### src/rtl/div_iter_pkg.sv
// ----------------------------------------------------------------------------
// div_iter_pkg
// Shared definitions for the EX-stage iterative divider: FSM state encoding,
// default operand width, iteration count and counter-width helper.
// Optional feature macro: DIV_SHORTCUT_EN (adds the SHORT state).
// Revision: 1.0 - initial release
// ----------------------------------------------------------------------------
`default_nettype none

package div_iter_pkg;

  localparam int DIV_WIDTH = 32;
  localparam int DIV_ITERS = DIV_WIDTH;

  typedef enum logic [1:0] {
    S_IDLE  = 2'd0,
    S_BUSY  = 2'd1,
`ifdef DIV_SHORTCUT_EN
    S_SHORT = 2'd2,
`endif
    S_DONE  = 2'd3
  } div_state_t;

  // Counter must hold 0..w-1, one value per quotient bit.
  function automatic int div_cnt_w(input int w);
    return (w > 1) ? $clog2(w) : 1;
  endfunction

  localparam int DIV_CNT_W = div_cnt_w(DIV_ITERS);

endpackage

`default_nettype wire

### src/rtl/div_sign_fix.sv
// ----------------------------------------------------------------------------
// div_sign_fix
// Conditional two's-complement negation of two WIDTH-bit values. Used on the
// input side to take operand magnitudes and on the output side to apply the
// quotient/remainder signs.
// Ports:
//   x, y         in  WIDTH  values to fix
//   neg_x, neg_y in  1      negate the corresponding value when set
//   x_fix, y_fix out WIDTH  fixed values
// Revision: 1.0 - initial release
// ----------------------------------------------------------------------------
`default_nettype none

module div_sign_fix #(
  parameter int WIDTH = 32
) (
  input  logic [WIDTH-1:0] x,
  input  logic             neg_x,
  input  logic [WIDTH-1:0] y,
  input  logic             neg_y,
  output logic [WIDTH-1:0] x_fix,
  output logic [WIDTH-1:0] y_fix
);

  assign x_fix = neg_x ? (~x + {{(WIDTH-1){1'b0}}, 1'b1}) : x;
  assign y_fix = neg_y ? (~y + {{(WIDTH-1){1'b0}}, 1'b1}) : y;

endmodule

`default_nettype wire

### src/rtl/div_iter.sv
// ----------------------------------------------------------------------------
// div_iter
// Iterative radix-2 restoring divider (DIV/DIVU) for the EX stage. Produces
// {remainder, quotient} for {HI, LO} and raises stall_o while a division is
// in flight. Honours the pipeline flush (annul_i) and downstream stall
// (hold_i) so a finished result is held until EX advances.
// Optional feature macro: DIV_SHORTCUT_EN - divisor zero or larger than the
// dividend resolves in a single SHORT cycle with bit-identical results.
// Ports:
//   clk       in  1        rising-edge clock
//   resetn    in  1        asynchronous active-low reset
//   start_i   in  1        valid DIV/DIVU in EX (held until it leaves EX)
//   signed_i  in  1        1 = DIV, 0 = DIVU (sampled at start)
//   opa_i     in  WIDTH    dividend (sampled at start)
//   opb_i     in  WIDTH    divisor (sampled at start)
//   annul_i   in  1        exception flush, abandons any division
//   hold_i    in  1        downstream stall, keeps a finished result
//   result_o  out 2*WIDTH  {remainder, quotient}
//   ready_o   out 1        result_o valid
//   stall_o   out 1        EX must stall
// Revision: 1.0 - initial release
// ----------------------------------------------------------------------------
`default_nettype none

module div_iter
  import div_iter_pkg::*;
#(
  parameter int WIDTH = DIV_WIDTH
) (
  input  logic               clk,
  input  logic               resetn,
  input  logic               start_i,
  input  logic               signed_i,
  input  logic [WIDTH-1:0]   opa_i,
  input  logic [WIDTH-1:0]   opb_i,
  input  logic               annul_i,
  input  logic               hold_i,
  output logic [2*WIDTH-1:0] result_o,
  output logic               ready_o,
  output logic               stall_o
);

  localparam int             CNT_W    = div_cnt_w(WIDTH);
  localparam logic [CNT_W-1:0] LAST_CNT = CNT_W'(WIDTH - 1);

  div_state_t       state, state_nx;
  logic [CNT_W-1:0] cnt;
  logic [WIDTH-1:0] rem;     // partial remainder
  logic [WIDTH-1:0] quo;     // dividend bits shifting out, quotient bits in
  logic [WIDTH-1:0] dvsr;    // divisor magnitude
  logic             sign_a;
  logic             sign_b;

  logic             accept;
  logic [WIDTH-1:0] abs_a, abs_b;
  logic [WIDTH-1:0] fix_q, fix_r;
  logic [WIDTH:0]   shifted;
  logic [WIDTH:0]   trial;

  assign accept = start_i & ~annul_i;

  div_sign_fix #(.WIDTH(WIDTH)) u_in_fix (
    .x     (opa_i),
    .neg_x (signed_i & opa_i[WIDTH-1]),
    .y     (opb_i),
    .neg_y (signed_i & opb_i[WIDTH-1]),
    .x_fix (abs_a),
    .y_fix (abs_b)
  );

  // Quotient is negative when signs differ; remainder follows the dividend.
  div_sign_fix #(.WIDTH(WIDTH)) u_out_fix (
    .x     (quo),
    .neg_x (sign_a ^ sign_b),
    .y     (rem),
    .neg_y (sign_a),
    .x_fix (fix_q),
    .y_fix (fix_r)
  );

  // Since rem < divisor always holds (or divisor is zero and only WIDTH
  // dividend bits ever enter), a WIDTH+1-bit difference is enough: bit WIDTH
  // set means the trial subtraction went negative.
  assign shifted = {rem, quo[WIDTH-1]};
  assign trial   = shifted - {1'b0, dvsr};

`ifdef DIV_SHORTCUT_EN
  logic take_short;
  assign take_short = (abs_b == '0) | (abs_b > abs_a);
`endif

  always_ff @(posedge clk or negedge resetn) begin
    if (!resetn) begin
      state <= S_IDLE;
    end else begin
      state <= state_nx;
    end
  end

  always_comb begin
    state_nx = state;
    case (state)
      S_IDLE: begin
        if (accept) begin
`ifdef DIV_SHORTCUT_EN
          state_nx = take_short ? S_SHORT : S_BUSY;
`else
          state_nx = S_BUSY;
`endif
        end
      end
      S_BUSY: begin
        if (!accept) begin
          state_nx = S_IDLE;
        end else if (cnt == LAST_CNT) begin
          state_nx = S_DONE;
        end
      end
`ifdef DIV_SHORTCUT_EN
      S_SHORT: begin
        state_nx = accept ? S_DONE : S_IDLE;
      end
`endif
      S_DONE: begin
        if (annul_i || !hold_i) begin
          state_nx = S_IDLE;
        end
      end
      default: state_nx = S_IDLE;
    endcase
  end

  always_ff @(posedge clk or negedge resetn) begin
    if (!resetn) begin
      cnt    <= '0;
      rem    <= '0;
      quo    <= '0;
      dvsr   <= '0;
      sign_a <= 1'b0;
      sign_b <= 1'b0;
    end else begin
      case (state)
        S_IDLE: begin
          if (accept) begin
            quo    <= abs_a;
            rem    <= '0;
            dvsr   <= abs_b;
            sign_a <= signed_i & opa_i[WIDTH-1];
            sign_b <= signed_i & opb_i[WIDTH-1];
            cnt    <= '0;
          end
        end
        S_BUSY: begin
          rem <= trial[WIDTH] ? shifted[WIDTH-1:0] : trial[WIDTH-1:0];
          quo <= {quo[WIDTH-2:0], ~trial[WIDTH]};
          cnt <= cnt + 1'b1;
        end
`ifdef DIV_SHORTCUT_EN
        // Both shortcut cases leave |dividend| as the remainder; only the
        // quotient differs (all-ones for divide-by-zero, else zero).
        S_SHORT: begin
          rem <= quo;
          quo <= (dvsr == '0) ? '1 : '0;
        end
`endif
        default: begin
        end
      endcase
    end
  end

  // resetn gates stall_o so it drops immediately while reset is asserted.
  assign stall_o  = resetn & accept & (state != S_DONE);
  assign ready_o  = (state == S_DONE);
  assign result_o = ready_o ? {fix_r, fix_q} : '0;

endmodule

`default_nettype wire

### config.mk
export PLATFORM = sky130hd
export DESIGN_NAME = div_iter
export DESIGN_NICKNAME = d
export VERILOG_FILES = /design/src/rtl/div_iter_pkg.sv /design/src/rtl/div_sign_fix.sv /design/src/rtl/div_iter.sv
export SDC_FILE = /design/constraint.sdc
export NUM_CORES = 1
export LEC_CHECK = 0
export CORE_MARGIN = 8
export CORE_UTILIZATION = 25
export CTS_CLUSTER_DIAMETER = 150
export DETAILED_ROUTE_END_ITERATION = 10
export MAX_ROUTING_LAYER = met4
export PLACE_DENSITY = 0.46
export SYNTH_ARGS = -nofsm -noshare
export SYNTH_HDL_FRONTEND = slang
export SYNTH_SLANG_ARGS = --single-unit
### constraint.sdc
create_clock -name clk -period 5.8 [get_ports clk]
set_clock_uncertainty 0.05 [all_clocks]
set_input_delay 0.58 -clock clk [delete_from_list [all_inputs] [get_ports clk]]
set_output_delay 0.58 -clock clk [all_outputs]
set_load 0.1 [all_outputs]
==> metrics.txt <==
pwr dens=417 nW/um^2; cell with the most instances after synthesis=o21ai_0; Max FO, Critical Path=5; Area Growth Syn to Fin=23.4%; met1 usage=0.189; CTS H-tree depth=3; Distinct cells, synth=68; Slew Limit Headroom=0.260; Die W=205 um; total grt overflow=0; Vias/cell=5.01; layout cell share with drive strength beyond 1=0.0489; placed cells=1,693; CP arrival=4.25 ns; Worst R2R Start=quo[31]$_DFFE_PN0P_; Total GRT Usage=0.143; outcome=finished clean; DIE AREA=42,200 um^2; max-slew violations=0; met3 Use GR=0.0272; # rows=69; RSZ-0062 raised after global routing=no; I/O Pins=136; Post-CTS Setup Inserts=0; CTS Sinks=105; DR iter-0 viols=529; Core Area=35,500 um^2; syn nets=1,257; EDFF count, synth=0; Async S/R FF share, synth=1.00; CTS Hold Buffers Added=0; Port-buffer cells=135; Mapped Cells=1,148; Post-synth top cells=125 x o21ai_0, 122 x nand2_1, 113 x nor2_1, 105 x dfrtp_1, 79 x xor2_1; largest net degree at the start of global routing=61; clock transition at the registers of the reported paths=0.07 ns; Yosys top cell area share=0.293; Syn. warnings=0; Crit-path slowest cell=clkdlybuf4s50_1; max cap viols=0; endpoint class of the critical path=output port; critical path launch point type=flop; Post-Syn Area=8960 um^2; WP buf/inv=1; count of final setup violators=0; Die Height=205 um; Hold Fails Final Rpt=0; Via Count=8,603; cell taking the most area after synthesis=dfrtp_1; Util after Layout=0.312; final wirelength=29.7 mm; synthesized area per cell=7.81 um^2; drt wl/cell=17.3 um; critical path startpoint=rem[8]$_DFFE_PN0P_; CP most frequent cell=nor2_1; post-cts repair resize count=0; Layout Cells excl Fill=1,716; Post-synth top flop=dfrtp_1; Most Used Layer, Global Route=met2; #FFs+latches synth=105; WP data required=5.17 ns; clock buffer depth=2; crit-path cells=or4_1, nor2_1, nand3_1, or4b_4, nor2b_1, nand2_1, o31ai_2, xor2_1, nor2_1, clkdlybuf4s50_1; Crit path max-delay family=simple AND/OR/NAND/NOR gates; TritonRoute pass-1 iters=5; register area share after synthesis=0.293; antenna violations before repair=7; synth top area cells=dfrtp_1 29%, xor2_1 7.7%, o21ai_0 7.0%; Worst Tran Pin Value=1.11 ns; number of global-route vias before repair=8,427; leak pwr=0.00433 uW; Nets=1,352; Residual DRC=0; clk_lat worst skew=0.36 ns; Fmax=205 MHz; antenna viol nets, final=0; Crit Path Class=reg -> out; first-pass GRT wire length=47.1 mm; hold crit path type=in -> async; Root Buffer=clkbuf_16; met2 usage=0.220; VDD IR max=0.289 mV; cts bufs inserted=9; Starting Density=0.253; post-DP HPWL=22.9 mm; part of the cycle the worst path needs=0.842; TritonCTS clock tree=yes; GP Congestion=0.879; total negative slack=0 ns; CP max stage delay=1.15 ns; crit path time final=4.88 ns
-- kinds of logic (layout without fill, tap and decap cells) --
logic type | Yosys count | in the layout | share of synthesized area
adder cells (fa/ha/maj) | 39 | 39 | 0.0553
AND/OR/NAND/NOR | 400 | 400 | 0.215
other | 0 | 7 | 0
buffers and inverters | 114 | 214 | 0.0488
flip-flops | 105 | 105 | 0.293
AO/OA/AOI/OAI | 341 | 341 | 0.241
XOR/XNOR | 140 | 140 | 0.137
multiplexers | 9 | 9 | 0.0102
-- report_power, final --
group          switching, uW  leakage (uW)  internal (uW)
registers                313       0.00135            928
logic                   1660       0.00285           1090
clock network            309      0.000133            308
total                   2280       0.00433           2330
-- layout make-up --
class,count,area (um^2)
Fill cell,3812,24400
Multi-Input combinational cell,929,5930
Sequential cell,105,2630
Timing Repair Buffer,148,1430
Tap cell,461,577
Clock buffer,10,239
Inverter,50,188
Clock inverter,6,51.3
Antenna cell,7,17.5
-- worst reg2reg max path, stage by stage (launching register included) --
cell       delay (ns)
dfrtp_1          0.44
inv_1            0.07
ha_1             0.22
fa_1             0.41
nor2b_1          0.18
o2111ai_1        0.15
and4b_1          0.25
o21ai_2          0.25
a211oi_1         0.19
o2111a_1         0.30
a311oi_4         0.19
buf_4            0.55
mux2i_1          0.31
o21ai_0          0.09
-- per-layer routing --
layer	up-vias	routed length, um	share of wire
met5	-	0	0
met4	0	510	0.017
met3	24	1330	0.045
met2	150	13500	0.46
met1	4099	14300	0.48
li1	4330	-	-
-- path summary, 6_finish.rpt --
path / to / slack [ns] / cells after the start
max in group asynchronous: rem[22]$_DFFE_PN0P_ / 4.62 / 2
min: sign_b$_DFFE_PN0P_ / 0.14 / 1
max: result_o[60] / 0.92 / 10
max reg2reg: rem[7]$_DFFE_PN0P_ / 2.02 / 13
min reg2reg: cnt[3]$_DFFE_PN0P_ / 0.43 / 1
min in group clk: cnt[3]$_DFFE_PN0P_ / 0.43 / 1
-- stage by stage --
step	total power (uW)	hold slack [ns]	worst slack [ns]	area (um^2)
2_1_floorplan	3240	0.234	1.49	8960
3_3_place_gp	4000	0.413	1.33	10800
3_5_place_dp	4000	0.421	1.30	10800
4_1_cts	4640	0.151	0.891	11000
5_1_grt	5030	0.154	0.739	11100
6_report	4610	0.143	0.919	11100
-- flip-flops by register name (all words and copies together) (netlist names) --
name    flops
cnt         5
dvsr       32
quo        32
rem        32
sign_a      1
sign_b      1
state       2
-- placed cells by master (no fill, tap or decap), types with 3 or more instances in the layout --
cell	instances
a22oi_1	32
o311ai_0	21
nand3_1	36
and3_1	11
a32oi_1	6
o21ai_0	125
nand2b_1	10
a211oi_1	4
a21oi_1	70
clkinvlp_4	3
o31ai_1	22
nor4_1	16
ha_1	38
nor3b_1	4
nor2b_1	11
buf_4	22
a21o_1	8
nor2_1	113
dfrtp_1	105
clkbuf_16	9
nor3_1	24
mux2i_1	8
inv_1	50
or4_1	11
or3_1	10
o211ai_1	8
xnor2_1	61
clkdlybuf4s50_1	126
diode_2	7
a31oi_1	7
o41ai_1	11
nand2_1	121
nand4_1	6
o21a_1	5
and2_1	7
xor2_1	79
Note: power is estimated with default switching activity, not from simulation.
